File: src/rtl/ring_nic_if.sv
// Processor bus and router PE port of the ring NIC, bundled as one interface.
// master = processor/router environment, slave = the NIC.
interface ring_nic_if #(
  parameter int DATA_WIDTH = 64
);
  logic [1:0]            addr;
  logic [DATA_WIDTH-1:0] d_in;
  logic [DATA_WIDTH-1:0] d_out;
  logic                  nicEn;
  logic                  nicEnWr;

  // Router handshakes: a packet moves on a posedge where its valid (pesi/peso)
  // and the receiver's ready (peri/pero) are both high; data (pedi/pedo) is only
  // meaningful while valid is high, and the sender holds it until that edge.
  logic                  pesi;
  logic                  peri;
  logic [DATA_WIDTH-1:0] pedi;
  logic                  peso;
  logic                  pero;
  logic [DATA_WIDTH-1:0] pedo;
  logic                  polarity;

  modport master (
    output addr, d_in, nicEn, nicEnWr, peri, peso, pedo, polarity,
    input  d_out, pesi, pedi, pero
  );

  modport slave (
    input  addr, d_in, nicEn, nicEnWr, peri, peso, pedo, polarity,
    output d_out, pesi, pedi, pero
  );
endinterface

File: src/rtl/ring_nic.sv
// Ring NIC: one outgoing and one incoming packet buffer behind a 2-bit register map.
// Optional NIC_STATS_EN adds saturating rx/tx counters reported in status reads.
module ring_nic #(
  parameter int DATA_WIDTH = 64,
  parameter int VC_BIT     = 63,
  parameter int CNT_WIDTH  = 8
) (
  input  logic      clk,
  input  logic      reset,
  ring_nic_if.slave nic
);
  logic [DATA_WIDTH-1:0] r_out_buf;
  logic                  r_out_full;
  logic [DATA_WIDTH-1:0] r_in_buf;
  logic                  r_in_full;
  logic [DATA_WIDTH-1:0] r_d_out;

  logic                  w_rd;
  logic                  w_wr;
  logic                  w_pesi;
  logic                  w_pero;
  logic                  w_rx;
  logic [DATA_WIDTH-1:0] w_in_status;
  logic [DATA_WIDTH-1:0] w_out_status;

  assign w_rd = nic.nicEn & ~nic.nicEnWr;
  assign w_wr = nic.nicEn & nic.nicEnWr;

  // A packet may only leave on the phase opposite to its VC bit.
  assign w_pesi = r_out_full & nic.peri & (nic.polarity == ~r_out_buf[VC_BIT]) & ~reset;
  assign w_pero = ~r_in_full & ~reset;
  assign w_rx   = nic.peso & w_pero;

  assign nic.pesi  = w_pesi;
  assign nic.pedi  = w_pesi ? r_out_buf : '0;
  assign nic.pero  = w_pero;
  assign nic.d_out = r_d_out;

  always_ff @(posedge clk) begin
    if (reset) begin
      r_out_buf  <= '0;
      r_out_full <= 1'b0;
    end else if (w_pesi) begin
      r_out_full <= 1'b0;
    end else if (w_wr && nic.addr == 2'b10 && !r_out_full) begin
      r_out_buf  <= nic.d_in;
      r_out_full <= 1'b1;
    end
  end

  always_ff @(posedge clk) begin
    if (reset) begin
      r_in_buf  <= '0;
      r_in_full <= 1'b0;
    end else if (w_rx) begin
      r_in_buf  <= nic.pedo;
      r_in_full <= 1'b1;
    end else if (w_rd && nic.addr == 2'b00 && r_in_full) begin
      r_in_full <= 1'b0;
    end
  end

`ifdef NIC_STATS_EN
  logic [CNT_WIDTH-1:0] r_rx_cnt;
  logic [CNT_WIDTH-1:0] r_tx_cnt;

  always_ff @(posedge clk) begin
    if (reset) begin
      r_rx_cnt <= '0;
      r_tx_cnt <= '0;
    end else begin
      if (w_rx && r_rx_cnt != '1)
        r_rx_cnt <= r_rx_cnt + CNT_WIDTH'(1);
      if (w_pesi && r_tx_cnt != '1)
        r_tx_cnt <= r_tx_cnt + CNT_WIDTH'(1);
    end
  end

  always_comb begin
    w_in_status                  = '0;
    w_out_status                 = '0;
    w_in_status[0]               = r_in_full;
    w_out_status[0]              = r_out_full;
    w_in_status[8 +: CNT_WIDTH]  = r_rx_cnt;
    w_out_status[8 +: CNT_WIDTH] = r_tx_cnt;
  end
`else
  always_comb begin
    w_in_status     = '0;
    w_out_status    = '0;
    w_in_status[0]  = r_in_full;
    w_out_status[0] = r_out_full;
  end
`endif

  // Read data is registered; status reflects flags before this edge's updates.
  always_ff @(posedge clk) begin
    if (reset) begin
      r_d_out <= '0;
    end else if (w_rd) begin
      case (nic.addr)
        2'b00:   r_d_out <= r_in_buf;
        2'b01:   r_d_out <= w_in_status;
        2'b10:   r_d_out <= '0;
        default: r_d_out <= w_out_status;
      endcase
    end
  end
endmodule

File: src/flat_wrapper.sv
// flat-port wrapper written by rule: the top's interface ports become plain ports
module ring_nic_flat 
#(
  parameter int DATA_WIDTH = 64,
  parameter int VC_BIT     = 63,
  parameter int CNT_WIDTH  = 8
)
  (clk, reset, nic_addr, nic_d_in, nic_nicEn, nic_nicEnWr, nic_peri, nic_peso, nic_pedo, nic_polarity, nic_d_out, nic_pesi, nic_pedi, nic_pero);
  ring_nic_if #(.DATA_WIDTH(DATA_WIDTH)) nic_i ();
  input  logic clk;
  input  logic reset;
  input wire logic [$bits(nic_i.addr)-1:0] nic_addr;
  input wire logic [$bits(nic_i.d_in)-1:0] nic_d_in;
  input wire logic [$bits(nic_i.nicEn)-1:0] nic_nicEn;
  input wire logic [$bits(nic_i.nicEnWr)-1:0] nic_nicEnWr;
  input wire logic [$bits(nic_i.peri)-1:0] nic_peri;
  input wire logic [$bits(nic_i.peso)-1:0] nic_peso;
  input wire logic [$bits(nic_i.pedo)-1:0] nic_pedo;
  input wire logic [$bits(nic_i.polarity)-1:0] nic_polarity;
  output wire logic [$bits(nic_i.d_out)-1:0] nic_d_out;
  output wire logic [$bits(nic_i.pesi)-1:0] nic_pesi;
  output wire logic [$bits(nic_i.pedi)-1:0] nic_pedi;
  output wire logic [$bits(nic_i.pero)-1:0] nic_pero;
  assign nic_i.addr = nic_addr;
  assign nic_i.d_in = nic_d_in;
  assign nic_i.nicEn = nic_nicEn;
  assign nic_i.nicEnWr = nic_nicEnWr;
  assign nic_i.peri = nic_peri;
  assign nic_i.peso = nic_peso;
  assign nic_i.pedo = nic_pedo;
  assign nic_i.polarity = nic_polarity;
  assign nic_d_out = nic_i.d_out;
  assign nic_pesi = nic_i.pesi;
  assign nic_pedi = nic_i.pedi;
  assign nic_pero = nic_i.pero;
  ring_nic #(.DATA_WIDTH(DATA_WIDTH), .VC_BIT(VC_BIT), .CNT_WIDTH(CNT_WIDTH)) u_core (.clk(clk), .reset(reset), .nic(nic_i));
endmodule
File: config.mk
export PLATFORM = sky130hd
export DESIGN_NAME = ring_nic_flat
export DESIGN_NICKNAME = d
export VERILOG_FILES = /design/src/rtl/ring_nic_if.sv /design/src/rtl/ring_nic.sv /design/src/flat_wrapper.sv
export SDC_FILE = /design/constraint.sdc
export NUM_CORES = 1
export LEC_CHECK = 0
export CAP_MARGIN = 25
export CELL_PAD_IN_SITES_DETAIL_PLACEMENT = 2
export CELL_PAD_IN_SITES_GLOBAL_PLACEMENT = 2
export CORE_ASPECT_RATIO = 1.1
export CORE_MARGIN = 2
export CORE_UTILIZATION = 36
export DETAILED_ROUTE_END_ITERATION = 10
export DONT_BUFFER_PORTS = 1
export PLACE_DENSITY = 0.85
export SYNTH_ARGS = -nofsm -noshare
export SYNTH_HDL_FRONTEND = slang
export SYNTH_SLANG_ARGS = --single-unit
export TNS_END_PERCENT = 100
File: constraint.sdc
create_clock -name clk -period 1.6 [get_ports clk]
set_clock_uncertainty 0.05 [all_clocks]
set_input_delay 0.32 -clock clk [delete_from_list [all_inputs] [get_ports clk]]
set_output_delay 0.32 -clock clk [all_outputs]
set_load 0.02 [all_outputs]
==> impl_results.md <==
- CP required: 1.23 ns
- Post-DRT Antenna Nets: 0
- Setup_tns: -34.90 ns
- Root buf cell: clkbuf_16
- CTS sink count: 194
- First-pass iteration count of the detailed router: 4
- Startpoint Class: flip-flop
- RSZ-0062 raised after global routing: true
- Top cell type's share of synthesized area: 0.524
- Crit Path Class: reg -> out
- Syn Nets: 930
- DRC: 0
- Post-synthesis sequential area ratio: 0.524
- Max Root-Sink Buffers: 2
- Failing checks: negative setup slack
- Seq cells post-synth: between 150 and 200
- Post-synth EDFFs: 0
- Total grt overflow: 0
- Worst Path Max Fanout: 16
- Ys async rst share: 0
- Worst-Skew Late Latency: roughly 0.42 ns
- IO Count: ~270
- Largest net degree at the start of global routing: 100
- Core Area: roughly 0.020 mm²
- M1 WL: ~10000 µm
- Post-Synthesis Cell Area: roughly 0.0074 mm²
- Cell variety after synth: 27
- Max_slew headroom: 0.701
- Reg area: about 0.0039 mm²
- CTS Buf Count: 17
- Met2 WL: 14000 µm
- Final hold vios: 0
- First-pass GRT wire length: a little under 40000 µm
- Vias per inst: 5.35
- Synth Flop Type: dfxtp_1
- Row count: 55
- Max VDD drop: around 760 µV
- Cell Pwr Density: 1060 mW/mm²
- Mapped Avg Cell Area: just over 9 µm²
- Post-route minimum period: roughly 2.2 ns
- Post-route setup slack: -0.570 ns
- Fmax achieved: roughly 0.46 GHz
- Worst hold-check path type: in -> reg
- Leakage: 3.61 nW
- Initial cell density of the core: 0.364
- Via count: approximately 6200
- Worst Tran Pin Value: ~0.45 ns
- Max-Cap Viols: 0
- Number of synthesis warnings: 0
- Hold slack: approximately 0.018 ns
- Die area: about 0.022 mm²
- Placer Congestion: ~0.7
- Nets: around 1000
- Synth area leaders: dfxtp_1 52%, nand2_1 13%, mux2i_1 8.7%
- Outcome: finished, violations left
- Fillers: around 2000
- H-Tree Depth: 4
- CP Capture Type: output pin
- Crit share post-route: 1.36
- Max Used Layer: met4
- Final Max Tran Viols: 0
- Die Span X: 141 µm
- Area of the multi-input gates: 0.00328 mm²
- Crit path arrival time: around 1.8 ns
- Post-Route WL: 26200 µm
- CTS tree: built
- Layout cells sized above 1: 0.144
- DR iter-0 viols: 287
- Worst Hold Depth: 2
- WL/cell: ~22 µm
- Endpoints failing setup: between 60 and 70
- Post-synth top area cell: dfxtp_1
- Initial antenna violation count: 2
- Post-synth top cells: 256 x nand2_1, 194 x dfxtp_1, 64 x and2_1, 64 x mux2i_1, 64 x o21ai_1
- Clock transition at path regs: 0.08 ns
- Die Height: between 150 and 200 µm
- Number of global-route vias before repair: just under 7000
- Area growth syn-to-layout: 31.4%
- Detail Placement HPWL: about 14000 µm
- Met3 wire length: 1730 µm
- Total power: 10.4 mW
- Register-to-Register Path Depth: 5
- GRT Util Overall: 0.228
- Most common cell in the netlist: nand2_1
- I/O Buffers: 0
- Mapped Cells: 793
layer usage:
metal,vias to the layer above,track usage
met3,28,0.0712
met2,207,0.429
met1,3109,0.250
li1,2890,-
met5,-,0
met4,0,0.0529
path summary, 6_finish.rpt:
| path | slack (ns) | start | to |
|---|---|---|---|
| hold / removal | 0.02 | nic_d_in[7] | u_core.r_out_buf[7]$_SDFFE_PP0P_ |
| setup / recovery | -0.57 | u_core.r_out_buf[63]$_SDFFE_PP0P_ | nic_pedi[19] |
| hold reg to reg | 0.41 | u_core.r_in_buf[59]$_SDFFE_PP0P_ | u_core.r_in_buf[59]$_SDFFE_PP0P_ |
| setup reg to reg | 0.13 | u_core.r_out_full$_SDFFE_PP0P_ | u_core.r_out_buf[44]$_SDFFE_PP0P_ |
layout make-up:
cell class,count,share of cell area
flip-flops and latches,194,0.399
multi-input cells,530,0.337
repair buffers,151,0.166
clock buffers,17,0.0437
well taps,256,0.0329
clock inverters,15,0.0199
inverters,1,0.000900
diodes,2,0.000514
cells by family after synthesis:
logic type	synth area share
muxes	0.0880
xor gates and xnor gates	0.00118
AOI/OAI and AO/OA	0.133
buffers and inverters	0.0569
DFF	0.524
and+or+nand+nor	0.196
timing repair:
action                                  CTS  global route
resized for setup                       103            22
pin swaps                                10            30
cloned                                    1             1
endpoints found under the setup margin   66            65
hold buffers                            127             0
buffers inserted                          1             1
hold endpoints to repair                127             0
critical path: stages, from the launching register on:
cell	delay, ns
dfxtp_2	0.38
xor2_2	0.22
and4_4	0.34
clkbuf_16	0.21
and2_2	0.22
layout by cell type, fill, tap and decap left out, types with 4 or more instances in the layout:
cell / netlist / routed
inv_8: 0 / 4
o21ai_1: 64 / 64
and2_4: 0 / 56
clkbuf_16: 0 / 18
dlygate4sd3_1: 0 / 127
a32o_1: 63 / 63
clkinv_8: 0 / 4
mux2i_1: 64 / 64
buf_12: 0 / 10
nand2_1: 256 / 256
buf_4: 5 / 12
and2_2: 0 / 8
dfxtp_1: 194 / 193
per-stage QoR:
step / worst slack [ns] / area [µm²] / util / instances
2_1_floorplan: 0.0338 / 7410 / - / 793
3_3_place_gp: -0.0204 / 7610 / 0.374 / 1001
3_5_place_dp: -0.0511 / 7610 / 0.374 / 1001
4_1_cts: -0.470 / 9660 / 0.474 / 1162
5_1_grt: -0.626 / 9730 / 0.478 / 1166
6_report: -0.570 / 9730 / 0.478 / 1166
flip-flops by register name, indices dropped and copies added, names as in the netlist:
register and count:
u_core.r_out_buf 64, u_core.r_out_full 1, u_core.nic.d_out 64, u_core.r_in_full 1, u_core.r_in_buf 64
power breakdown:
part,switching [mW],internal (mW),total [mW],leakage (nW)
registers,0.130,4.99,5.12,1.58
clock network,2.24,2.17,4.41,0.301
logic,0.430,0.395,0.825,1.73
(Power assumes the default switching activity.)
